===== config.mk =====
export PLATFORM = sky130hd
export DESIGN_NAME = voice_frame_sched_flat
export DESIGN_NICKNAME = d
export VERILOG_FILES = /design/src/rtl/voice_frame_sched_pkg.sv /design/src/rtl/voice_frame_sched_if.sv /design/src/rtl/voice_frame_sched_debounce.sv /design/src/rtl/voice_frame_sched.sv /design/src/flat_wrapper.sv
export SDC_FILE = /design/constraint.sdc
export NUM_CORES = 1
export LEC_CHECK = 0
export ABC_AREA = 1
export BUFFER_PORTS_ARGS = -buffer_cell sky130_fd_sc_hd__clkbuf_2
export CAP_MARGIN = 20
export CORE_UTILIZATION = 25
export CTS_CLUSTER_SIZE = 10
export DETAILED_ROUTE_END_ITERATION = 16
export PLACE_DENSITY = 0.39
export SYNTH_ARGS = -nofsm -noshare
export SYNTH_HDL_FRONTEND = slang
export SYNTH_SLANG_ARGS = --single-unit

===== constraint.sdc =====
create_clock -name clk -period 2.38 [get_ports clk]
set_input_delay 0.238 -clock clk [delete_from_list [all_inputs] [get_ports clk]]
set_output_delay 0.238 -clock clk [all_outputs]
set_load 0.1 [all_outputs]

===== src/rtl/voice_frame_sched_pkg.sv =====
// voice_frame_sched_pkg: shared FSM encodings, mode struct and sizing helpers for the voice frame scheduler
package voice_frame_sched_pkg;
  localparam logic [1:0] IDLE       = 2'd0;
  localparam logic [1:0] FIR_WAIT   = 2'd1;
  localparam logic [1:0] SHIFT_WAIT = 2'd2;
  typedef struct packed {
    logic play_sel;
    logic sel_fir;
  } mode_t;
  function automatic int cnt_w(input int n);
    return (n < 2) ? 1 : $clog2(n);
  endfunction
  function automatic int gain_max(input int w);
    return (1 << w) - 1;
  endfunction
endpackage


===== src/rtl/voice_frame_sched_if.sv =====
// voice_frame_sched_if: codec/datapath handshake bundle between the scheduler and its environment
interface voice_frame_sched_if #(parameter int GAIN_W = 4);
  logic              new_frame;
  logic              change_en;
  logic              rising_tone;
  logic              fir_done;
  logic              shift_done;
  logic              clr_ovr;
  logic              fir_start;
  logic              shift_start;
  logic              frame_done;
  logic              sel_fir;
  logic              play_sel;
  logic [GAIN_W-1:0] gain;
  logic              overrun;
  logic              busy;
  modport master (
    input  new_frame, change_en, rising_tone, fir_done, shift_done, clr_ovr,
    output fir_start, shift_start, frame_done, sel_fir, play_sel, gain, overrun, busy
  );
  modport slave (
    output new_frame, change_en, rising_tone, fir_done, shift_done, clr_ovr,
    input  fir_start, shift_start, frame_done, sel_fir, play_sel, gain, overrun, busy
  );
endinterface


===== src/rtl/voice_frame_sched_debounce.sv =====
// voice_frame_sched_debounce: synchronises a raw switch and accepts a new level after DEB_CYCLES stable samples
module voice_frame_sched_debounce
  import voice_frame_sched_pkg::*;
#(
  parameter int DEB_CYCLES = 1000000
) (
  input  logic clk,
  input  logic reset,
  input  logic din,
  output logic dout
);
  localparam int CW = cnt_w(DEB_CYCLES);
  localparam logic [CW-1:0] LAST = CW'(DEB_CYCLES - 1);
  logic [1:0]    sync_q, sync_d;
  logic          db_q, db_d;
  logic [CW-1:0] cnt_q, cnt_d;
  always_comb begin
    sync_d = {sync_q[0], din};
    cnt_d  = (sync_q[1] == db_q || cnt_q == LAST) ? '0 : cnt_q + 1'b1;
    db_d   = (sync_q[1] != db_q && cnt_q == LAST) ? sync_q[1] : db_q;
  end
  always_ff @(posedge clk) begin
    if (reset) begin
      sync_q <= '0;
      db_q   <= 1'b0;
      cnt_q  <= '0;
    end else begin
      sync_q <= sync_d;
      db_q   <= db_d;
      cnt_q  <= cnt_d;
    end
  end
  assign dout = db_q;
endmodule


===== src/rtl/voice_frame_sched.sv =====
// voice_frame_sched: per-frame FIR/pitch-shift sequencer with debounced mode switches and click-free gain ramp
module voice_frame_sched
  import voice_frame_sched_pkg::*;
#(
  parameter int DEB_CYCLES = 1000000,
  parameter int TIMEOUT    = 2000,
  parameter int GAIN_W     = 4
) (
  input logic                 clk,
  input logic                 reset,
  voice_frame_sched_if.master bus
);
  localparam int TW = cnt_w(TIMEOUT);
  localparam logic [TW-1:0]     TLAST = TW'(TIMEOUT - 1);
  localparam logic [GAIN_W-1:0] GMAX  = GAIN_W'(gain_max(GAIN_W));
  logic [2:0]        nf_q, nf_d;
  logic [1:0]        state_q, state_d;
  logic [TW-1:0]     cnt_q, cnt_d;
  logic              fir_start_q, fir_start_d;
  logic              shift_start_q, shift_start_d;
  logic              frame_done_q, frame_done_d;
  logic              overrun_q, overrun_d;
  logic [GAIN_W-1:0] gain_q, gain_d;
  mode_t             mode_q, mode_d, mode_db;
  logic              frame_tick, timeout, pending, ce_db, rt_db;
  voice_frame_sched_debounce #(.DEB_CYCLES(DEB_CYCLES)) u_ce (
    .clk(clk), .reset(reset), .din(bus.change_en), .dout(ce_db)
  );
  voice_frame_sched_debounce #(.DEB_CYCLES(DEB_CYCLES)) u_rt (
    .clk(clk), .reset(reset), .din(bus.rising_tone), .dout(rt_db)
  );
  always_comb begin
    nf_d          = {nf_q[1:0], bus.new_frame};
    frame_tick    = nf_q[1] & ~nf_q[2];
    state_d       = state_q;
    fir_start_d   = 1'b0;
    shift_start_d = 1'b0;
    frame_done_d  = 1'b0;
    case (state_q)
      IDLE: if (frame_tick) begin
        state_d       = mode_q.sel_fir ? FIR_WAIT : SHIFT_WAIT;
        fir_start_d   = mode_q.sel_fir;
        shift_start_d = !mode_q.sel_fir;
      end
      FIR_WAIT: if (bus.fir_done) begin
        state_d       = SHIFT_WAIT;
        shift_start_d = 1'b1;
      end else if (cnt_q == TLAST) state_d = IDLE;
      SHIFT_WAIT: if (bus.shift_done) begin
        state_d      = IDLE;
        frame_done_d = 1'b1;
      end else if (cnt_q == TLAST) state_d = IDLE;
      default: state_d = IDLE;
    endcase
    // any return to IDLE without a frame_done is an abort
    timeout   = state_q != IDLE && state_d == IDLE && !frame_done_d;
    cnt_d     = (state_d != state_q || state_q == IDLE) ? '0 : cnt_q + 1'b1;
    overrun_d = (timeout || (frame_tick && state_q != IDLE)) ? 1'b1 : bus.clr_ovr ? 1'b0 : overrun_q;
    mode_db   = '{play_sel: ce_db, sel_fir: rt_db};
    pending   = mode_db != mode_q;
    mode_d    = (frame_done_q && pending && gain_q == '0) ? mode_db : mode_q;
    gain_d    = !frame_done_q ? gain_q :
                pending ? ((gain_q != '0) ? gain_q - 1'b1 : gain_q) :
                          ((gain_q != GMAX) ? gain_q + 1'b1 : gain_q);
  end
  always_ff @(posedge clk) begin
    if (reset) begin
      nf_q          <= '0;
      state_q       <= IDLE;
      cnt_q         <= '0;
      fir_start_q   <= 1'b0;
      shift_start_q <= 1'b0;
      frame_done_q  <= 1'b0;
      overrun_q     <= 1'b0;
      gain_q        <= GMAX;
      mode_q        <= '0;
    end else begin
      nf_q          <= nf_d;
      state_q       <= state_d;
      cnt_q         <= cnt_d;
      fir_start_q   <= fir_start_d;
      shift_start_q <= shift_start_d;
      frame_done_q  <= frame_done_d;
      overrun_q     <= overrun_d;
      gain_q        <= gain_d;
      mode_q        <= mode_d;
    end
  end
  assign bus.fir_start   = fir_start_q;
  assign bus.shift_start = shift_start_q;
  assign bus.frame_done  = frame_done_q;
  assign bus.sel_fir     = mode_q.sel_fir;
  assign bus.play_sel    = mode_q.play_sel;
  assign bus.gain        = gain_q;
  assign bus.overrun     = overrun_q;
  assign bus.busy        = state_q != IDLE;
endmodule

===== src/flat_wrapper.sv =====
// flat-port wrapper written by rule: the top's interface ports become plain ports
module voice_frame_sched_flat import voice_frame_sched_pkg::*;
#(
  parameter int DEB_CYCLES = 1000000,
  parameter int TIMEOUT    = 2000,
  parameter int GAIN_W     = 4
)
  (clk, reset, bus_new_frame, bus_change_en, bus_rising_tone, bus_fir_done, bus_shift_done, bus_clr_ovr, bus_fir_start, bus_shift_start, bus_frame_done, bus_sel_fir, bus_play_sel, bus_gain, bus_overrun, bus_busy);
  voice_frame_sched_if #(.GAIN_W(GAIN_W)) bus_i ();
  input logic clk;
  input logic reset;
  input wire logic [$bits(bus_i.new_frame)-1:0] bus_new_frame;
  input wire logic [$bits(bus_i.change_en)-1:0] bus_change_en;
  input wire logic [$bits(bus_i.rising_tone)-1:0] bus_rising_tone;
  input wire logic [$bits(bus_i.fir_done)-1:0] bus_fir_done;
  input wire logic [$bits(bus_i.shift_done)-1:0] bus_shift_done;
  input wire logic [$bits(bus_i.clr_ovr)-1:0] bus_clr_ovr;
  output wire logic [$bits(bus_i.fir_start)-1:0] bus_fir_start;
  output wire logic [$bits(bus_i.shift_start)-1:0] bus_shift_start;
  output wire logic [$bits(bus_i.frame_done)-1:0] bus_frame_done;
  output wire logic [$bits(bus_i.sel_fir)-1:0] bus_sel_fir;
  output wire logic [$bits(bus_i.play_sel)-1:0] bus_play_sel;
  output wire logic [$bits(bus_i.gain)-1:0] bus_gain;
  output wire logic [$bits(bus_i.overrun)-1:0] bus_overrun;
  output wire logic [$bits(bus_i.busy)-1:0] bus_busy;
  assign bus_i.new_frame = bus_new_frame;
  assign bus_i.change_en = bus_change_en;
  assign bus_i.rising_tone = bus_rising_tone;
  assign bus_i.fir_done = bus_fir_done;
  assign bus_i.shift_done = bus_shift_done;
  assign bus_i.clr_ovr = bus_clr_ovr;
  assign bus_fir_start = bus_i.fir_start;
  assign bus_shift_start = bus_i.shift_start;
  assign bus_frame_done = bus_i.frame_done;
  assign bus_sel_fir = bus_i.sel_fir;
  assign bus_play_sel = bus_i.play_sel;
  assign bus_gain = bus_i.gain;
  assign bus_overrun = bus_i.overrun;
  assign bus_busy = bus_i.busy;
  voice_frame_sched #(.DEB_CYCLES(DEB_CYCLES), .TIMEOUT(TIMEOUT), .GAIN_W(GAIN_W)) u_core (.clk(clk), .reset(reset), .bus(bus_i));
endmodule

Word-level counts from Yosys, hierarchy flattened:

Index checks and enable logic that the tools add are counted.

* register bits after elaboration: 72
* bits of input ports: 8
* output and inout port bits: 11
* word-level logic and storage cells: 79

* add/subtract/negate cells: 5
* equal/unequal tests: 13
* muxes and demuxes: 16
* bitwise gates (word level): 4
* reductions and logical operators: 25

Operator list (count)
* adder 20 x 1 -> 20 bit, second input constant: 2
* == test 20 bit, second input constant: 2
* two-way mux 4 bit: 3
* adder 11 x 1 -> 11 bit, second input constant: 1
* == test 11 bit, second input constant: 1
* two-way mux 2 bit: 5
* logical AND 1 bit: 7
* two-way mux 1 bit: 6
* case mux 2 bit (3 select lines): 1
* nonzero test 2 bit: 3
* OR reduction 2 bit: 3
* adder 4 x 1 -> 4 bit, second input constant: 1
* zero test 2 bit: 2
* zero test 4 bit: 1
* logical OR 1 bit: 4
* != test 2 bit: 2
* != test 4 bit, second input constant: 1
* nonzero test 4 bit: 1
* subtractor 4 x 1 -> 4 bit, second input constant: 1
* inverter 1 bit: 3
* AND reduction 3 bit: 1
* OR reduction 3 bit: 1
* == test 1 bit: 2
* == test 2 x 1 -> 1 bit, second input constant: 1
* other kinds (6): 8

Longest topological paths before layout:

Gate-level depths: netlist of run 1.

* depth after elaboration: 9
* gate-level depth with buffers: 11
* mapped depth without buffers: 11

Hierarchy:

A second synthesis of run 1 with hierarchy kept.

* cells, all modules: 480
* area total of the unflattened synthesis: 3574.7 um^2

Modules (own cells, without submodules)
* voice_frame_sched_debounce: times used 2, cells an instance 161, area each 1171.1 um^2, seq. area each 460.4 um^2
* voice_frame_sched: times used 1, cells an instance 158, area each 1232.4 um^2, seq. area each 520.5 um^2

Worst setup path before layout of run 1:

No wires, ideal clock.

* path kind: register to register
* start point: register u_core.mode_q, in the netlist u_core.bus.sel_fir
* end point: register u_core.gain_q[3], in the netlist u_core.bus.gain[3]
* setup time: 0.127 ns
* arrival time: 2.313 ns
* required time: 2.253 ns
* setup slack: -0.060 ns
* cell stages (with the launch flop): 10
* path buffers: 0
* period minus slack after synthesis: 2.440 ns
* path through: dfxtp_1 xnor2_1 nand2_2 ha_1 nand2_1 nand2_1 a31oi_1 xor2_1 o21ai_0 nand3_1

* word-level cells in the longest chain between the ends: 3
* elaborated cells on any way between the ends: 5
* classes of those cells: eq/ne (2); mux (1); reduce/logical (2)

RTL lines
* start, declared: RTL line voice_frame_sched.sv:24 `mode_t mode_q, mode_d, mode_db;`
* start signal, assigned: RTL line voice_frame_sched.sv:86 `mode_q <= mode_d;`
* != test 2 bit (*): RTL line voice_frame_sched.sv:60 `pending = mode_db != mode_q;`
* != test 2 bit (no line) / nonzero test 2 bit (equally long branches)
* AND reduction 3 bit (no line)
* end signal, assigned: RTL line voice_frame_sched.sv:85 `gain_q <= gain_d;`
* end, declared: RTL line voice_frame_sched.sv:23 `logic [GAIN_W-1:0] gain_q, gain_d;`

Every way passes the cells marked *; elsewhere a longest branch is shown, timed or not.
A chain may end at the register's enable or synchronous reset.

Final worst setup path of run 1:

* start point: register u_core.u_rt.db_q, in the netlist u_core.u_rt.dout
* end point: register u_core.gain_q[3], in the netlist u_core.bus.gain[3]

* word-level cells in the longest chain between the ends: 3
* elaborated cells on any way between the ends: 5
* classes of those cells: eq/ne (2); mux (1); reduce/logical (2)

RTL lines
* start, declared: RTL line voice_frame_sched_debounce.sv:15 `logic db_q, db_d;`
* start signal, assigned: RTL line voice_frame_sched_debounce.sv:25 `db_q <= 1'b0;`
* start signal, assigned: RTL line voice_frame_sched_debounce.sv:29 `db_q <= db_d;`
* != test 2 bit (*): RTL line voice_frame_sched.sv:60
* != test 2 bit (no line) / nonzero test 2 bit (equally long branches)
* AND reduction 3 bit (no line)

Marks and branches as above.

==> results by group, run 1 <==
Routing
  – Post-route DRC: 0
  – Vias/cell: 4.278
  – Antenna viol nets, final: 0
  – Final WL: between 7000 and 8000 um
  – Via count: 2785
  – DR pass1 iterations: 4
  – Mean routed wirelength per cell: between 10 and 15 um
  – Starting DRT DRC Count: roughly 130

Logic synthesis
  – Average size of a mapped cell: roughly 7.6 um2
  – Cells after Synth: 448
  – Synth area leaders: dfxtp_1 (42%), nor2_1 (9.1%), nand2_1 (8.1%)
  – Compound-gate portion of the synthesized area: 0.05079
  – EDFF count, synth: 0
  – Ys flop type: dfxtp_1
  – Post-synth top area cell: dfxtp_1
  – Syn nets: around 460
  – Post-synthesis xor/xnor area fraction: 0.06441
  – Largest family of logic cells by synthesized area: simple AND/OR/NAND/NOR gates
  – Synth Area in Adders: 0.02429
  – Post-synthesis mux area share: 0
  – Sequential element share of the synthesized area: 0.4240
  – Register bit count reported by yosys: 72
  – Simple-gate share of the synthesized area: 0.3544
  – Area of the mapped netlist: 3400 um2
  – Share of flip-flops with an asynchronous set or reset: 0
  – YS warnings: 0
  – Count of unique library cells instantiated by Yosys: 35
  – Post-synth top area share: 0.4240

Clock network
  – Post-CTS Setup Inserts: 0
  – Clock transition at path regs: 0.06 ns
  – Clock root buffer: clkbuf_16
  – Cts bufs inserted: 9
  – Worst-skew pair later-pin latency: 0.34 ns
  – CTS Sinks: 72
  – CTS tree: done
  – H-tree depth: 3
  – CTS resizes: 0
  – Hold_buf cts: 0
  – CTS max path bufs: 2

Cells and area
  – Fill cells: 1458
  – Fin nets: between 400 and 500
  – Most common cell after layout, fill and taps aside: nor2_1
  – Layout Utilization: 0.2996
  – Area Growth Syn to Fin: 16.71%
  – Post-route insts no fill: 651
  – Antenna cells: 0
  – Share of cells above drive strength 1: 0.1347
  – Most frequent cells in the layout: nor2_1 (82), nand2_1 (73), dfxtp_1 (70)

Critical path
  – Nature of the critical path startpoint: flop
  – WP data arrival: 2.10 ns
  – Crit-path max cell delay: 0.40 ns
  – Cells on worst reg2reg path: 9
  – CP most frequent cell: nand2_1
  – Worst-path cell chain: xnor2_1 -> nand2_2 -> ha_1 -> nand2_1 -> nand2_1 -> a31oi_1 -> xor2_1 -> o21ai_0 -> nand3_1
  – Worst path slowest cell: dfxtp_1
  – FF-to-FF Start: u_core.u_rt.dout
  – CP Buf/Inv Count: 0
  – Crit end category: flop
  – Crit-path max FO: 8
  – FF-to-FF End: u_core.bus.gain[3]
  – Required @ worst endpoint: ~2.6 ns
  – Reg2Reg Setup Slack: 0.49 ns
  – Kind of critical path: flop to flop
  – Crit-path leading delay family: compound AO/OA/AOI/OAI gates
  – Levels on crit path: 9

Global routing
  – Initial antenna violation count: 0
  – Vias in the first global route: 2664
  – Grt total ovfl: 0
  – GRT Total Usage: 0.1127
  – Largest net degree at the start of global routing: 21
  – First-pass GRT wire length: 12280 um

Place
  – HPWL Detailed: 5210 um
  – Pre-CTS WS: between 0.4 and 0.5 ns
  – Final GP Congestion: approximately 0.76
  – I/O Buffers: 18
  – Placed cells: 635

Floorplan
  – IO Pins: 19
  – Starting Density: 0.2567
  – Die height: between 100 and 150 um
  – Cell row count: 42
  – Core Region: 13240 um2
  – Die area: between 10000 and 15000 um2
  – Die width: 118.6 um

Power and ir drop
  – Combinational share of power: 0.021
  – Psw: 0.5722 mW
  – Static Leakage: 1.418 nW
  – Pwr dens: 683.7 nW/um2
  – Peak VDD IR: 0.0003572 V
  – Clock power frac: 0.530
  – Reg power frac: 0.449
  – Internal power: 2.140 mW
  – Switching part of the total: 0.2109

Min path
  – Hold_sp: bus_new_frame
  – Class of the worst hold path: input pin to flop
  – Hold Path Depth: 3
  – Hold Path Sink: u_core.nf_q[0]

STA
  – Final-report setup violation count: 0
  – RSZ-0062 raised after global routing: no
  – Slew Viols, Final: 0
  – Final Worst Setup Slack: approximately 0.49 ns
  – Worst Tran Pin Value: roughly 0.55 ns
  – Fmax: 0.5293 GHz
  – Worst clock skew: 0.008127 ns
  – TNS Setup: 0 ns
  – Final hold violations: 0
  – Post-route minimum period: 1.889 ns
  – Hold slack final: between 0.08 and 0.09 ns
  – Slew margin rel.: 0.6321
  – Fin crit share: 0.7939

Job
  – Max cap viols: 0

Outcome
  – Outcome: finished, final reports clean
[how the worst max path moves through the flow]
stage / endpoint / slack [ns] / startpoint
finish: u_core.bus.gain[3] / 0.49 / u_core.u_rt.dout
global route: u_core.bus.gain[3] / 0.23 / u_core.u_rt.dout
floorplan: u_core.bus.gain[3] / 0.23 / u_core.bus.gain[2]
detailed placement: u_core.bus.gain[3] / 0.47 / u_core.u_rt.dout
global placement: u_core.bus.gain[3] / 0.54 / u_core.u_rt.dout
CTS: u_core.bus.gain[3] / 0.46 / u_core.u_rt.dout
[cells by family (layout without fill, tap and decap cells)]
group	count (synthesis)	count (layout)
compound gates	32	32
xor+xnor	25	25
flops	72	72
buf+inv	66	93
fa+ha+maj	6	6
simple gates	247	247
[per-stage QoR]
step                      area (um2)  power (mW)
final                           3968       2.713
after global routing            3968       2.828
after CTS                       3968       2.767
after detailed placement        3655       1.302
after global placement          3655       1.302
after floorplan                 3402       1.286
[worst register-to-register path, stage by stage, from the launching register on]
cell and delay (ns):
dfxtp_1 0.40, xnor2_1 0.15, nand2_2 0.15, ha_1 0.35
nand2_1 0.08, nand2_1 0.04, a31oi_1 0.25, xor2_1 0.10
o21ai_0 0.16, nand3_1 0.08
[power by group through the flow]
stage | combinational, mW | clock [mW] | sequential [mW]
after floorplan | 0.0329 | 0 | 1.25
after global placement | 0.0572 | 0 | 1.24
after detailed placement | 0.0573 | 0 | 1.24
after CTS | 0.0574 | 1.49 | 1.22
after global routing | 0.0629 | 1.55 | 1.22
final | 0.0556 | 1.44 | 1.22
[metal layers]
metal	wire length, um	part of all wire	track usage	vias up
li1	-	-	-	1480
met4	204	0.029	0.07595	0
met3	202	0.029	0.02896	14
met2	3163	0.45	0.1780	31
met1	3504	0.50	0.1340	1260
met5	0	0	0	-
[state kept, by name (all words and copies together), names as in the netlist, 2 cells and up]
register            flops
u_core.u_ce.cnt_q      20
u_core.u_rt.cnt_q      20
u_core.cnt_q           11
u_core.bus.gain         4
u_core.nf_q             3
u_core.state_q          2
u_core.u_ce.sync_q      2
u_core.u_rt.sync_q      2
[cell type report]
type	instances	area, um2	area share
Sequential cell	72	1444	0.3639
Clock buffer	10	229.0	0.05771
Multi-Input combinational cell	310	1679	0.4232
Inverter	59	221.5	0.05582
Clock inverter	6	83.83	0.02113
Tap cell	176	220.2	0.05550
Timing Repair Buffer	18	90.09	0.02271
[cell usage after synthesis, types with 2 or more instances]
master / number
dfxtp_1: 72
buf_4: 2
or2_2: 2
ha_1: 5
nand3_1: 25
nor2_2: 5
xor2_1: 14
nand4_1: 12
a31oi_1: 2
nand2_1: 73
xnor2_1: 11
nor2_1: 82
buf_6: 3
nand2_2: 4
o21ai_0: 9
nor3b_2: 5
nor3_1: 21
nor3b_1: 3
a21oi_1: 17
inv_1: 58
nor4_1: 2
nor3_2: 6
o211ai_1: 3
(Power assumes the default switching activity.)
==> inputs of run 2 (changes only) <==
--- a/config.mk
+++ b/config.mk
@@ -5,13 +5,13 @@
 export SDC_FILE = /design/constraint.sdc
 export NUM_CORES = 1
 export LEC_CHECK = 0
-export ABC_AREA = 1
+export ABC_AREA = 0
 export BUFFER_PORTS_ARGS = -buffer_cell sky130_fd_sc_hd__clkbuf_2
 export CAP_MARGIN = 20
 export CORE_UTILIZATION = 25
 export CTS_CLUSTER_SIZE = 10
 export DETAILED_ROUTE_END_ITERATION = 16
-export PLACE_DENSITY = 0.39
+export PLACE_DENSITY = 0.4
 export SYNTH_ARGS = -nofsm -noshare
 export SYNTH_HDL_FRONTEND = slang
 export SYNTH_SLANG_ARGS = --single-unit
==> constraint.sdc (replaced) <==
create_clock -name clk -period 2 [get_ports clk]
set_input_delay 0.2 -clock clk [delete_from_list [all_inputs] [get_ports clk]]
set_output_delay 0.2 -clock clk [all_outputs]
set_load 0.1 [all_outputs]
==> run 2 against run 1 <==
Wire length shrank 16%. Highest routed layer unchanged. Combinational power grew 12%. Clock-buffer cell count is 2 higher. Sequential cell count unchanged. Clock power up 8%. Sequential share of layout area is 1.5 points higher. Design area decreased by 3.2%. Register-to-register slack got worse by 0.35 ns. Largest cell class unchanged. Clock skew is 0.0041 ns lower. Non-clock buffer count increased by 8. Utilization increased by 1.5 points.
==> results by group, run 2 <==
STA
  – Fmax: roughly 0.54 GHz
  – Worst Tran Pin Value: around 0.56 ns
  – Final Worst Setup Slack: 0.1437 ns
  – Post-route minimum period: 1.856 ns
  – Slew Viols, Final: 0
  – Worst clock skew: roughly 0.0040 ns
  – Hold slack final: 0.09294 ns
  – Final hold violations: 0
  – Slew margin rel.: 0.6272
  – TNS Setup: 0 ns
  – Final-report setup violation count: 0
  – RSZ-0062 raised after global routing: no
  – Fin crit share: 0.9281

Cells and area
  – Share of cells above drive strength 1: 0.1802
  – Post-route insts no fill: 551
  – Area Growth Syn to Fin: 20.87%
  – Most common cell after layout, fill and taps aside: dfxtp_1
  – Fill cells: ~1300
  – Most frequent cells in the layout: dfxtp_1 (66), nor2_1 (63), nand3_1 (27)
  – Regs by FF count: u_core.u_ce.cnt_q: 20 flops, u_core.u_rt.cnt_q: 20 flops, u_core.cnt_q: 11 flops
  – Antenna cells: 0
  – Fin nets: about 390

Clock network
  – Worst-skew pair later-pin latency: 0.32 ns
  – CTS tree: done
  – CTS max path bufs: 2
  – Cts bufs inserted: 9
  – Clock root buffer: clkbuf_16
  – CTS Sinks: 72
  – H-tree depth: 3
  – Hold_buf cts: 0
  – Clock transition at path regs: 0.05 ns

Logic synthesis
  – Simple-gate share of the synthesized area: 0.2954
  – Most common cell in the netlist: dfxtp_1
  – Synth Area in Adders: 0.02599
  – Share of flip-flops with an asynchronous set or reset: 0
  – Compound-gate portion of the synthesized area: 0.03663
  – Ys flop type: dfxtp_1
  – Count of unique library cells instantiated by Yosys: 45
  – Commonest cells post-synth: dfxtp_1 (72), nor2_1 (63), nand3_1 (27)
  – YS warnings: 0
  – Cells after Synth: 349
  – Area of the mapped netlist: 3177 um2
  – Sequential element share of the synthesized area: 0.4537
  – Post-synthesis xor/xnor area fraction: 0.1406
  – Synth area leaders: dfxtp_1 (45%), nor2_1 (7.4%), xor2_1 (7.2%)
  – Register bit count reported by yosys: between 70 and 80
  – Syn nets: between 300 and 400
  – Average size of a mapped cell: 9.103 um2
  – Post-synth top area cell: dfxtp_1
  – Largest family of logic cells by synthesized area: simple AND/OR/NAND/NOR gates
  – EDFF count, synth: 0
  – Post-synth top area share: 0.4537
  – Post-synthesis mux area share: 0.01891

Routing
  – Vias/cell: between 4 and 5
  – Starting DRT DRC Count: 120
  – DR pass1 iterations: 4
  – Post-route DRC: 0
  – Via count: 2335
  – Mean routed wirelength per cell: 10.82 um
  – Final WL: around 6000 um
  – Antenna viol nets, final: 0

Global routing
  – GRT Total Usage: 0.1040
  – Vias in the first global route: 2273
  – Initial antenna violation count: 0
  – First-pass GRT wire length: 10680 um
  – Grt total ovfl: 0
  – Largest net degree at the start of global routing: 21

Critical path
  – WP data arrival: 2.12 ns
  – Kind of critical path: flop to flop
  – Crit-path max FO: 6
  – Required @ worst endpoint: 2.26 ns
  – Crit end category: flop
  – Nature of the critical path startpoint: flop

Outcome
  – Outcome: finished, final reports clean

Job
  – Max cap viols: 0

Floorplan
  – Core Region: 12210 um2
  – Starting Density: 0.2601
  – IO Pins: 19
  – Die height: about 110 um
  – Die width: 114.7 um
  – Cell row count: 40
  – Die area: ~13000 um2

Place
  – Pre-CTS WS: 0.1224 ns
  – Placed cells: 536
  – Final GP Congestion: roughly 0.75
  – I/O Buffers: 18
  – HPWL Detailed: 4266 um

Power and ir drop
  – Static Leakage: 1.385 nW
  – Peak VDD IR: 0.0003827 V
  – Pwr dens: 799.1 nW/um2
  – Power, Total: between 3 and 4 mW

Min path
  – Class of the worst hold path: input pin to flop
## run 2: cell types whose count changed after synthesis, moves of 5 or more
cell / before / now
nand2_1: 73 / 19
o21ai_0: 9 / 2
mux2i_1: 0 / 6
xnor2_1: 11 / 25
xor2_1: 14 / 26
a21oi_1: 17 / 7
inv_1: 58 / 11
nor2_1: 82 / 63
nor3b_2: 5 / 0
nand4_1: 12 / 6
and3_1: 0 / 13
nor3_1: 21 / 6
nor2b_1: 0 / 8
## run 2: cell type report
class,instances,area [um2],area share
sequential,72,1454,0.3786
multi-input combinational,257,1677,0.4366
timing repair buffer,26,162.7,0.04236
clock buffer,12,246.5,0.06419
inverter,13,48.80,0.01271
clock inverter,3,41.29,0.01075
tap,168,210.2,0.05474
## run 2: repair_timing
action	in CTS	in global routing
resized for setup	0	2
endpoints found under the setup margin	0	1
setup buffers	0	0
## run 2: worst paths after layout
check                       startpoint  slack [ns]  cells after the start              endpoint
hold / removal           bus_new_frame        0.09                      2        u_core.nf_q[0]
setup reg to reg    u_core.bus.sel_fir        0.14                      9    u_core.bus.gain[3]
hold reg to reg   u_core.u_ce.cnt_q[0]        0.44                      1  u_core.u_ce.cnt_q[0]
setup / recovery    u_core.bus.sel_fir        0.14                      9    u_core.bus.gain[3]
## run 2: through the flow
step                      instance area (um2)  utilization
after floorplan                          3209            -
after global placement                   3540       0.2899
after detailed placement                 3540       0.2899
after CTS                                3827       0.3134
after global routing                     3840       0.3144
final                                    3840       0.3144
## run 2: logic make-up after synthesis
kind of cell / Yosys count
and+or+nand+nor: 176
DFF: 72
xor gates and xnor gates: 51
buffers and inverters: 20
AOI/OAI and AO/OA: 18
muxes: 6
adders and majority gates: 6
## run 2: metal layers
| metal | up-vias | global-route usage | wire [um] |
|---|---|---|---|
| met4 | 0 | 0.03463 | 54 |
| met1 | 1071 | 0.1355 | 3110 |
| met5 | - | 0 | 0 |
| li1 | 1236 | - | - |
| met2 | 23 | 0.1568 | 2609 |
| met3 | 5 | 0.04076 | 189 |
## run 2: critical path, cell delays in order (launching register included)
cell	delay, ns
dfxtp_4	0.37
xnor2_4	0.16
and2_4	0.18
inv_2	0.06
ha_1	0.26
a21o_1	0.19
a21oi_2	0.12
xnor2_1	0.08
or3_1	0.30
nand3_1	0.08
## run 2: power by group
group          switching, mW  total, mW  leakage, nW  internal [mW]
clock network          0.567       1.56        0.143          0.992
logic                 0.0418     0.0625        0.660         0.0207
registers            0.00555       1.45        0.582           1.44
total                  0.615       3.07         1.38           2.45
==> inputs of run 3 (changes only) <==
--- a/config.mk
+++ b/config.mk
@@ -9,8 +9,10 @@
 export BUFFER_PORTS_ARGS = -buffer_cell sky130_fd_sc_hd__clkbuf_2
 export CAP_MARGIN = 20
 export CORE_UTILIZATION = 25
+export CTS_CLUSTER_DIAMETER = 80
 export CTS_CLUSTER_SIZE = 10
 export DETAILED_ROUTE_END_ITERATION = 16
+export MAX_ROUTING_LAYER = met4
 export PLACE_DENSITY = 0.4
 export SYNTH_ARGS = -nofsm -noshare
 export SYNTH_HDL_FRONTEND = slang
==> run 3 against run 2 <==
Hold slack worse by 0.0019 ns. Fmax about the same. Power about the same. Highest routed layer unchanged. Sequential power about the same. Critical endpoint unchanged. Sequential share of layout area unchanged. Register-to-register slack about the same. Clock skew up 0.0025 ns. Critical path depth unchanged.
==> results by group, run 3 (synthesized netlist as in run 2, its figures left out) <==
Place
  – I/O Buffers: 18
  – Final GP Congestion: around 0.76
  – HPWL Detailed: ~4300 um
  – Placed cells: roughly 540

Global routing
  – Grt total ovfl: 0
  – GRT Total Usage: 0.1069
  – GR Util met2: 0.1568
  – Largest net degree at the start of global routing: 21
  – First-pass GRT wire length: 10670 um
  – Vias in the first global route: 2271
  – Met3 Usage GRT: 0.03441
  – GRT busiest layer: met2
  – Met1 usage: 0.1355
  – Initial antenna violation count: 0

Routing
  – DR pass1 iterations: 4
  – Starting DRT DRC Count: 111
  – Final WL: 5951 um
  – Antenna viol nets, final: 0
  – Mean routed wirelength per cell: 10.80 um
  – Via count: 2341
  – Post-route DRC: 0
  – Vias/cell: 4.249

Clock network
  – Clock transition at path regs: 0.05 ns
  – Clock root buffer: clkbuf_16
  – Hold_buf cts: 0
  – CTS Sinks: 72
  – Worst-skew pair later-pin latency: 0.32 ns
  – H-tree depth: 3
  – CTS tree: done
  – CTS max path bufs: 2
  – Cts bufs inserted: 9

Cells and area
  – Fin nets: 393
  – Area Growth Syn to Fin: 20.87%
  – Antenna cells: 0
  – Regs by FF count: u_core.u_ce.cnt_q: 20 flops, u_core.u_rt.cnt_q: 20 flops, u_core.cnt_q: 11 flops
  – Layout Utilization: 0.3144
  – Most common cell after layout, fill and taps aside: dfxtp_1
  – Share of cells above drive strength 1: 0.1802
  – Post-route insts no fill: roughly 550
  – Fill cells: between 1000 and 1500
  – Most frequent cells in the layout: dfxtp_1 (66), nor2_1 (63), nand3_1 (27)

STA
  – Post-route minimum period: 1.857 ns
  – RSZ-0062 raised after global routing: no
  – Worst Tran Pin Value: 0.5616 ns
  – Slew margin rel.: 0.6272
  – Slew Viols, Final: 0
  – Final hold violations: 0
  – Fmax: 0.5384 GHz
  – Final-report setup violation count: 0
  – Worst clock skew: ~0.0065 ns
  – TNS Setup: 0 ns
  – Fin crit share: 0.9287

Critical path
  – Nature of the critical path startpoint: flop
  – Cells on worst reg2reg path: 9
  – CP startpoint: u_core.bus.sel_fir
  – FF-to-FF Start: u_core.bus.sel_fir
  – Crit-path max FO: 6
  – Reg2Reg Setup Slack: 0.14 ns
  – Kind of critical path: flop to flop
  – Crit path to: u_core.bus.gain[3]
  – FF-to-FF End: u_core.bus.gain[3]
  – Required @ worst endpoint: 2.26 ns
  – Crit end category: flop
  – WP data arrival: 2.12 ns

Floorplan
  – IO Pins: 19
  – Die width: between 100 and 150 um
  – Core Region: 12210 um2
  – Die area: ~13000 um2
  – Die height: around 110 um
  – Cell row count: 40
  – Starting Density: 0.2601

Power and ir drop
  – Static Leakage: about 1.4 nW
  – Pwr dens: 799.3 nW/um2
  – Power, Total: 3.069 mW
  – Peak VDD IR: roughly 0.00038 V

Min path
  – Class of the worst hold path: input pin to flop
  – Hold_sp: bus_new_frame

Outcome
  – Outcome: finished, final reports clean

Job
  – Max cap viols: 0
[run 3: cell counts in the layout (fill, tap and decap cells not counted)]
No cell type changed its count.
[run 3: worst min path at each step]
stage,end,cells past startpoint
floorplan,u_core.nf_q[0],1
global placement,u_core.nf_q[0],2
detailed placement,u_core.nf_q[0],2
CTS,u_core.nf_q[0],2
global route,u_core.nf_q[0],2
finish,u_core.nf_q[0],2
[run 3: metrics by stage]
stage | hold WS (ns) | worst slack (ns) | instance area [um2]
after global routing | 0.1097 | 0.002588 | 3840
after global placement | 0.4243 | 0.1423 | 3540
after detailed placement | 0.4292 | 0.1224 | 3540
final | 0.09105 | 0.1426 | 3840
after CTS | 0.08280 | 0.1113 | 3827
after floorplan | 0.3282 | 0.009308 | 3209
[run 3: repair_timing]
item,CTS,global route
buffers inserted,0,0
endpoints found under the setup margin,0,1
resized for setup,0,2
[run 3: where the power goes]
| part | internal (mW) | switching [mW] | leakage, nW |
|---|---|---|---|
| registers | 1.44 | 0.00554 | 0.582 |
| logic | 0.0207 | 0.0418 | 0.660 |
| clock network | 0.992 | 0.568 | 0.143 |
| total | 2.45 | 0.616 | 1.38 |
[run 3: critical path, stage by stage (launching register included)]
cell and delay, ns:
dfxtp_4 0.37, xnor2_4 0.16, and2_4 0.18, inv_2 0.06, ha_1 0.26, a21o_1 0.19, a21oi_2 0.12, xnor2_1 0.08
or3_1 0.30, nand3_1 0.08
[run 3: cell type report]
cell class	instances	area, um2	area share
Tap cell	168	210.2	0.05474
Sequential cell	72	1454	0.3786
Inverter	13	48.80	0.01271
Timing Repair Buffer	26	162.7	0.04236
Clock buffer	12	246.5	0.06419
Clock inverter	3	41.29	0.01075
Multi-Input combinational cell	257	1677	0.4366
[run 3: metal layers]
layer | part of all wire | vias up | routed length, um
li1 | - | 1236 | -
met1 | 0.52 | 1073 | 3106
met2 | 0.43 | 24 | 2581
met3 | 0.029 | 8 | 171
met4 | 0.015 | 0 | 91
met5 | 0 | - | 0
